--- src/rtl/sign_sat_narrow_pkg.sv ---
`default_nettype none
// ============================================================================
// Module      : sign_sat_narrow_pkg
// Description : Shared defaults, lane slicing helper and saturation bounds
//               for the 9-bit to 8-bit signed requantizer.
// Revision    : 1.0 - initial release
// ============================================================================
package sign_sat_narrow_pkg;

  localparam int LANES_DEF = 16;
  localparam int W_IN_DEF  = 9;
  localparam int W_OUT_DEF = 8;
  localparam int CNT_W_DEF = 16;

  // Largest and smallest values representable in a signed W-bit lane
  function automatic int sat_max(input int w);
    return (2 ** (w - 1)) - 1;
  endfunction

  function automatic int sat_min(input int w);
    return -(2 ** (w - 1));
  endfunction

  // Saturation bounds for the default output lane width
  localparam int SAT_MAX = (2 ** (W_OUT_DEF - 1)) - 1;
  localparam int SAT_MIN = -(2 ** (W_OUT_DEF - 1));

  // Bit offset of lane i inside a packed vector of W-bit lanes
  function automatic int lane_off(input int w, input int i);
    return w * i;
  endfunction

endpackage
`default_nettype wire

--- src/rtl/sat_narrow_lane.sv ---
`default_nettype none
// ============================================================================
// Module      : sat_narrow_lane
// Description : Single-lane combinational math. Front half rounds and shifts
//               an input sample; back half clamps a registered intermediate
//               into the signed output range.
// Revision    : 1.0 - initial release
// ============================================================================
module sat_narrow_lane
  import sign_sat_narrow_pkg::*;
#(
  parameter int W_IN   = W_IN_DEF,
  parameter int W_OUT  = W_OUT_DEF,
  parameter int SAT_HI = SAT_MAX,
  parameter int SAT_LO = SAT_MIN
) (
  input  logic [W_IN-1:0]         x,
  input  logic [3:0]              shift,
  output logic signed [W_IN:0]    r,
  input  logic signed [W_IN:0]    r_q,
  output logic [W_OUT-1:0]        y,
  output logic                    sat
);

  localparam logic [3:0]           SH_MAX = 4'(W_IN - 1);
  localparam logic signed [W_IN:0] HI     = (W_IN + 1)'(SAT_HI);
  localparam logic signed [W_IN:0] LO     = (W_IN + 1)'(SAT_LO);

  logic [3:0]           sh;
  logic signed [W_IN:0] x_ext;
  logic signed [W_IN:0] bias;
  logic signed [W_IN:0] sum;

  // Round-half-up then arithmetic shift; one guard bit keeps x+bias exact
  always_comb begin
    sh    = (shift > SH_MAX) ? SH_MAX : shift;
    x_ext = {x[W_IN-1], x};
    bias  = '0;
    if (sh != 4'd0) begin
      bias = {{W_IN{1'b0}}, 1'b1} << (sh - 4'd1);
    end
    sum = x_ext + bias;
    r   = sum >>> sh;
  end

  // Clamp the registered intermediate into the signed output range
  always_comb begin
    y   = r_q[W_OUT-1:0];
    sat = 1'b0;
    if (r_q > HI) begin
      y   = HI[W_OUT-1:0];
      sat = 1'b1;
    end else if (r_q < LO) begin
      y   = LO[W_OUT-1:0];
      sat = 1'b1;
    end
  end

endmodule
`default_nettype wire

--- src/rtl/sign_sat_narrow.sv ---
`default_nettype none
// ============================================================================
// Module      : sign_sat_narrow
// Description : Two-stage valid/ready pipeline that requantizes packed signed
//               9-bit lanes to 8-bit signed with rounding shift, saturation,
//               a per-lane saturation mask and a saturating event counter.
// Revision    : 1.0 - initial release
// ============================================================================
module sign_sat_narrow
  import sign_sat_narrow_pkg::*;
#(
  parameter int LANES = LANES_DEF,
  parameter int W_IN  = W_IN_DEF,
  parameter int W_OUT = W_OUT_DEF,
  parameter int CNT_W = CNT_W_DEF
) (
  input  logic                     clk,
  input  logic                     rst_n,
  input  logic                     in_valid,
  output logic                     in_ready,
  input  logic [W_IN*LANES-1:0]    in_data,
  input  logic [3:0]               in_shift,
  output logic                     out_valid,
  input  logic                     out_ready,
  output logic [W_OUT*LANES-1:0]   out_data,
  output logic [LANES-1:0]         sat_mask,
  output logic [CNT_W-1:0]         sat_cnt,
  input  logic                     cnt_clr
);

  localparam int W_R = W_IN + 1;

  logic                       s1_valid;
  logic                       s2_valid;
  logic                       s1_en;
  logic                       s2_en;
  logic                       out_xfer;
  logic [LANES-1:0][W_R-1:0]  s1_r;
  logic [LANES-1:0][W_R-1:0]  r_next;
  logic [W_OUT*LANES-1:0]     y_next;
  logic [LANES-1:0]           sat_next;

  // A stage may load when it is empty or its contents move on this edge
  assign s2_en     = !s2_valid || out_ready;
  assign s1_en     = !s1_valid || s2_en;
  assign in_ready  = s1_en;
  assign out_valid = s2_valid;
  assign out_xfer  = s2_valid && out_ready;

  for (genvar i = 0; i < LANES; i++) begin : g_lane
    sat_narrow_lane #(
      .W_IN   (W_IN),
      .W_OUT  (W_OUT),
      .SAT_HI (sat_max(W_OUT)),
      .SAT_LO (sat_min(W_OUT))
    ) u_lane (
      .x     (in_data[lane_off(W_IN, i) +: W_IN]),
      .shift (in_shift),
      .r     (r_next[i]),
      .r_q   (s1_r[i]),
      .y     (y_next[lane_off(W_OUT, i) +: W_OUT]),
      .sat   (sat_next[i])
    );
  end

  // Stage 1: capture rounded/shifted intermediates
  always_ff @(posedge clk or negedge rst_n) begin
    if (!rst_n) begin
      s1_valid <= 1'b0;
      s1_r     <= '0;
    end else if (s1_en) begin
      s1_valid <= in_valid;
      s1_r     <= r_next;
    end
  end

  // Stage 2: capture clamped outputs and saturation flags
  always_ff @(posedge clk or negedge rst_n) begin
    if (!rst_n) begin
      s2_valid <= 1'b0;
      out_data <= '0;
      sat_mask <= '0;
    end else if (s2_en) begin
      s2_valid <= s1_valid;
      out_data <= y_next;
      sat_mask <= sat_next;
    end
  end

  // Count output transfers carrying any saturated lane; clear wins, no wrap
  always_ff @(posedge clk or negedge rst_n) begin
    if (!rst_n) begin
      sat_cnt <= '0;
    end else if (cnt_clr) begin
      sat_cnt <= '0;
    end else if (out_xfer && (|sat_mask) && (sat_cnt != {CNT_W{1'b1}})) begin
      sat_cnt <= sat_cnt + CNT_W'(1);
    end
  end

endmodule
`default_nettype wire
--- config.mk ---
export PLATFORM = sky130hd
export DESIGN_NAME = sign_sat_narrow
export DESIGN_NICKNAME = d
export VERILOG_FILES = /design/src/rtl/sign_sat_narrow_pkg.sv /design/src/rtl/sat_narrow_lane.sv /design/src/rtl/sign_sat_narrow.sv
export SDC_FILE = /design/constraint.sdc
export NUM_CORES = 1
export LEC_CHECK = 0
export BUFFER_PORTS_ARGS = -buffer_cell sky130_fd_sc_hd__buf_2
export CORE_MARGIN = 1.5
export CORE_UTILIZATION = 35
export CTS_BUF_LIST = sky130_fd_sc_hd__clkbuf_16
export DETAILED_ROUTE_END_ITERATION = 10
export GPL_TIMING_DRIVEN = 1
export PLACE_DENSITY = 0.5
export SETUP_SLACK_MARGIN = 0.2
export SYNTH_ARGS = -nofsm -noshare
export SYNTH_HDL_FRONTEND = slang
export SYNTH_SLANG_ARGS = --single-unit
export TNS_END_PERCENT = 1
--- constraint.sdc ---
create_clock -name clk -period 5.7 [get_ports clk]
set_clock_uncertainty 0.15 [all_clocks]
set_input_delay 0.855 -clock clk [delete_from_list [all_inputs] [get_ports clk]]
set_output_delay 0.855 -clock clk [all_outputs]
set_load 0.01 [all_outputs]
==> tab_implementation.tex <==
\begin{tabular}{lr}
\hline
Metric & Value \\
\hline
\multicolumn{2}{l}{\textbf{Setup path}} \\
Reg-to-reg startpoint & sat\_mask[14] \\
Stage delay of the slowest cell on the critical path & 960 ps \\
Worst reg2reg endpoint & sat\_cnt[15] \\
Maximum fanout along the worst path & 24 \\
Number of cells traversed by the worst register-to-register path & 9 \\
Ordered cell list for the critical path & buf\_2 > buf\_4 > or3b\_1 > nor2\_4 > a211o\_1 > and2\_1 > a41oi\_1 > xnor2\_1 > a221oi\_1 > o21ai\_0 > o21a\_1 \\
Endpoint type of the worst setup path & flop \\
Endpoint arrival time on the critical path & 5120 ps \\
Data required time of the critical path & 6030 ps \\
Startpoint class of the critical path & input port \\
Largest delay share family, worst path & simple AND/OR/NAND/NOR gates \\
Crit-path slowest cell & xnor2\_1 \\
Worst Path Buf+Inv & 2 \\
Class of the most critical setup path & input port to flop \\
Register-to-register setup slack & 2820 ps \\
\multicolumn{2}{l}{\textbf{Timing}} \\
Post-layout min period & 4790 ps \\
Min setup slack post-route & around 910 ps \\
Count of final hold-check violations & 0 \\
Actual slew at the worst max-slew pin & 1220 ps \\
RSZ-0062 raised after global routing & false \\
Final Max Slew Viols & 0 \\
Final TNS setup & 0 ps \\
Fmax achieved & 209 MHz \\
Setup Viol. Count Final & 0 \\
Fraction of the cycle the final worst path needs & 84.0\% \\
Remaining max-slew budget at the tightest pin & between 10\% and 20\% \\
\multicolumn{2}{l}{\textbf{Layout}} \\
Most common cell after layout, fill and taps aside & nor2\_1 \\
Growth of design area from synthesis to finish & 14.0\% \\
Final-stage net count & 4087 \\
Fraction of layout instances using a drive strength above 1 & 13.9\% \\
Final std cells w/o fill & roughly 4900 \\
Fillers & $\sim$8000 \\
Highest-count cells in the layout ignoring fill and taps & nor2\_1, nand2\_1, a21oi\_1 \\
Share of the core filled with cells & 40.3\% \\
\multicolumn{2}{l}{\textbf{Clock network}} \\
Number of post-CTS setup repair buffers & 0 \\
H-tree depth reported by CTS & 2 \\
Number of sinks on the clock net & 322 \\
Worst skew pair latency & 540 ps \\
CTS tree & yes \\
Clk slew on worst S/H paths & 60 ps \\
Master cell of the clock root buffer & clkbuf\_16 \\
CTS Buf Count & 38 \\
\# resized after CTS & 0 \\
Count of hold buffers inserted by post-cts repair & 0 \\
Maximum count of clock buffers along a single path & 3 \\
\multicolumn{2}{l}{\textbf{Synth}} \\
Count of synthesis-stage warnings from yosys & 0 \\
Synthesized flop and latch total & approximately 320 \\
Primary FF master, synth & dfrtp\_1 \\
Register area share after synthesis & 30.0\% \\
Mapped Cells & 3659 \\
Cell variety after synth & 94 \\
Post-synth ARST share & 100\% \\
Number of enable-type register cells in the synthesized netlist & 0 \\
Per-instance average area after synthesis & between 7 and 8 sq um \\
Post-synthesis instance area & between 0.02 and 0.03 sq mm \\
\multicolumn{2}{l}{\textbf{Route}} \\
DRC viols & 0 \\
Vias per cell & 5.71 \\
Vias after detailed routing & 27844 \\
First-pass DRT Iterations & 6 \\
Detail-routed net length per standard cell & 23.2 microns \\
Routed wire length & 113000 microns \\
Count of routing violations after the opening detailed-route iteration & 3053 \\
DRT antenna net count & 0 \\
\multicolumn{2}{l}{\textbf{Run}} \\
Max-cap violations & 0 \\
\multicolumn{2}{l}{\textbf{Die}} \\
Die outline height & between 200 and 300 microns \\
Number of placement rows & 101 \\
X dimension of the die & $\sim$280 microns \\
Die outline area & 0.0785 sq mm \\
Io pins & about 320 \\
Initial core utilization & 35.4\% \\
Core Region & 0.0759 sq mm \\
\multicolumn{2}{l}{\textbf{Global routing}} \\
Global-route wire length before repair & 168000 microns \\
Global route total overflow & 0 \\
Total track usage & $\sim$28\% \\
Antenna violations before repair & 8 \\
Pin count of the biggest net entering global routing & between 100 and 150 \\
Number of global-route vias before repair & roughly 25000 \\
\multicolumn{2}{l}{\textbf{Place}} \\
DP Wirelength & 83400 microns \\
Final GP Congestion & $\sim$0.93 \\
Dpl cells & roughly 4800 \\
Count of input and output buffers & 314 \\
Post-placement setup slack & 550 ps \\
\multicolumn{2}{l}{\textbf{Power and ir drop}} \\
Static leakage & between 10 and 15 nW \\
Peak VDD IR & 176 uV \\
Power density over the cells & 287 mW/mm\^{}2 \\
\multicolumn{2}{l}{\textbf{Hold path}} \\
Worst Hold Class & input port to asynchronous set/reset pin \\
\multicolumn{2}{l}{\textbf{Status}} \\
Run status & finished clean \\
\hline
\end{tabular}
[cells in the mapped netlist (10+ instances only)]
library cell	instances	area, sq um
dfrtp_1	322	8060
clkbuf_1	237	890
o21ai_1	10	50.1
a211oi_1	43	323
a31oi_1	65	407
o211ai_1	43	323
a211o_1	18	158
o2111ai_1	11	96.3
nor3_1	57	285
nand2_1	563	2110
and2_1	18	113
a221oi_1	20	175
a221o_1	11	110
mux2i_1	50	500
a21o_1	38	285
o22a_1	24	210
xnor2_1	99	867
or3_1	16	100
nand3_1	48	240
nor4_1	18	113
buf_1	20	75.1
o21bai_1	11	82.6
ha_1	113	1410
nand2b_1	23	144
o31ai_1	29	218
and3_1	39	244
o21ai_0	294	1470
o22ai_1	39	244
buf_2	31	155
nor2_1	594	2230
nand4_1	15	93.8
a311oi_1	13	114
xor2_1	65	569
mux2_2	17	191
o21a_1	27	203
o221ai_1	24	210
inv_1	50	188
nor2b_1	15	93.8
a31o_2	12	105
a21oi_1	336	1680
[registers in the layout, indices dropped and copies added (netlist names)]
name / count
s1_valid: 1
sat_cnt: 16
sat_mask: 16
out_valid: 1
out_data: 128
s1_r: 160
[metal layers]
metal,GRT usage (%),vias to the layer above,routed length (microns)
met3,4.11,138,9190
met5,0,-,66
li1,-,13386,-
met2,39.3,1189,45900
met1,44.1,13119,55500
met4,6.36,12,2480
[through the flow]
step | total power [mW] | area (sq um) | hold slack [ps]
2_1_floorplan | 5.10 | 26900 | 275
3_3_place_gp | 6.40 | 29400 | 291
3_5_place_dp | 6.42 | 29400 | 302
4_1_cts | 8.84 | 30600 | 174
5_1_grt | 9.35 | 30600 | 194
6_report | 8.80 | 30600 | 144
[worst register-to-register path: cells and delay by family, from the launching register on]
family	cells	cell delay, ps
xor gates and xnor gates	1	140
AOI/OAI and AO/OA	2	470
and+or+nand+nor	6	1520
DFF	1	470
[worst max path at each step]
stage / cells after the start / slack (ps) / startpoint / end
floorplan: 21 / 270 / in_shift[0] / s1_r[41]
global placement: 17 / 620 / in_shift[3] / s1_r[152]
detailed placement: 17 / 550 / in_shift[3] / s1_r[157]
CTS: 17 / 1100 / in_shift[3] / s1_r[157]
global route: 17 / 660 / in_shift[3] / s1_r[157]
finish: 11 / 910 / in_shift[2] / s1_r[17]
[area by class of cell]
type	count	area (sq um)	area share, %
tap	1030	1290	4.21
clock inverter	27	205	0.670
multi-input combinational	3004	17600	57.3
antenna	2	5.00	0.0163
timing repair buffer	405	2350	7.66
inverter	50	190	0.621
sequential	322	8060	26.3
clock buffer	39	976	3.19
[kinds of logic (layout without fill, tap and decap cells)]
group	count (synthesis)	after routing	share of synthesized area, %
adders and majority gates	115	115	5.34
other	1	18	0.0140
xor gates and xnor gates	166	166	5.47
buffers and inverters	348	521	5.17
and+or+nand+nor	1461	1461	23.2
DFF	322	322	30.0
AOI/OAI and AO/OA	1174	1174	27.8
muxes	72	72	2.99
[report_power, final]
group / switching, mW / internal [mW]
Combinational: 1.90 / 1.13
Clock: 1.01 / 1.37
Sequential: 0.620 / 2.77
Total: 3.52 / 5.27
Power figures use the tool's default switching activity.
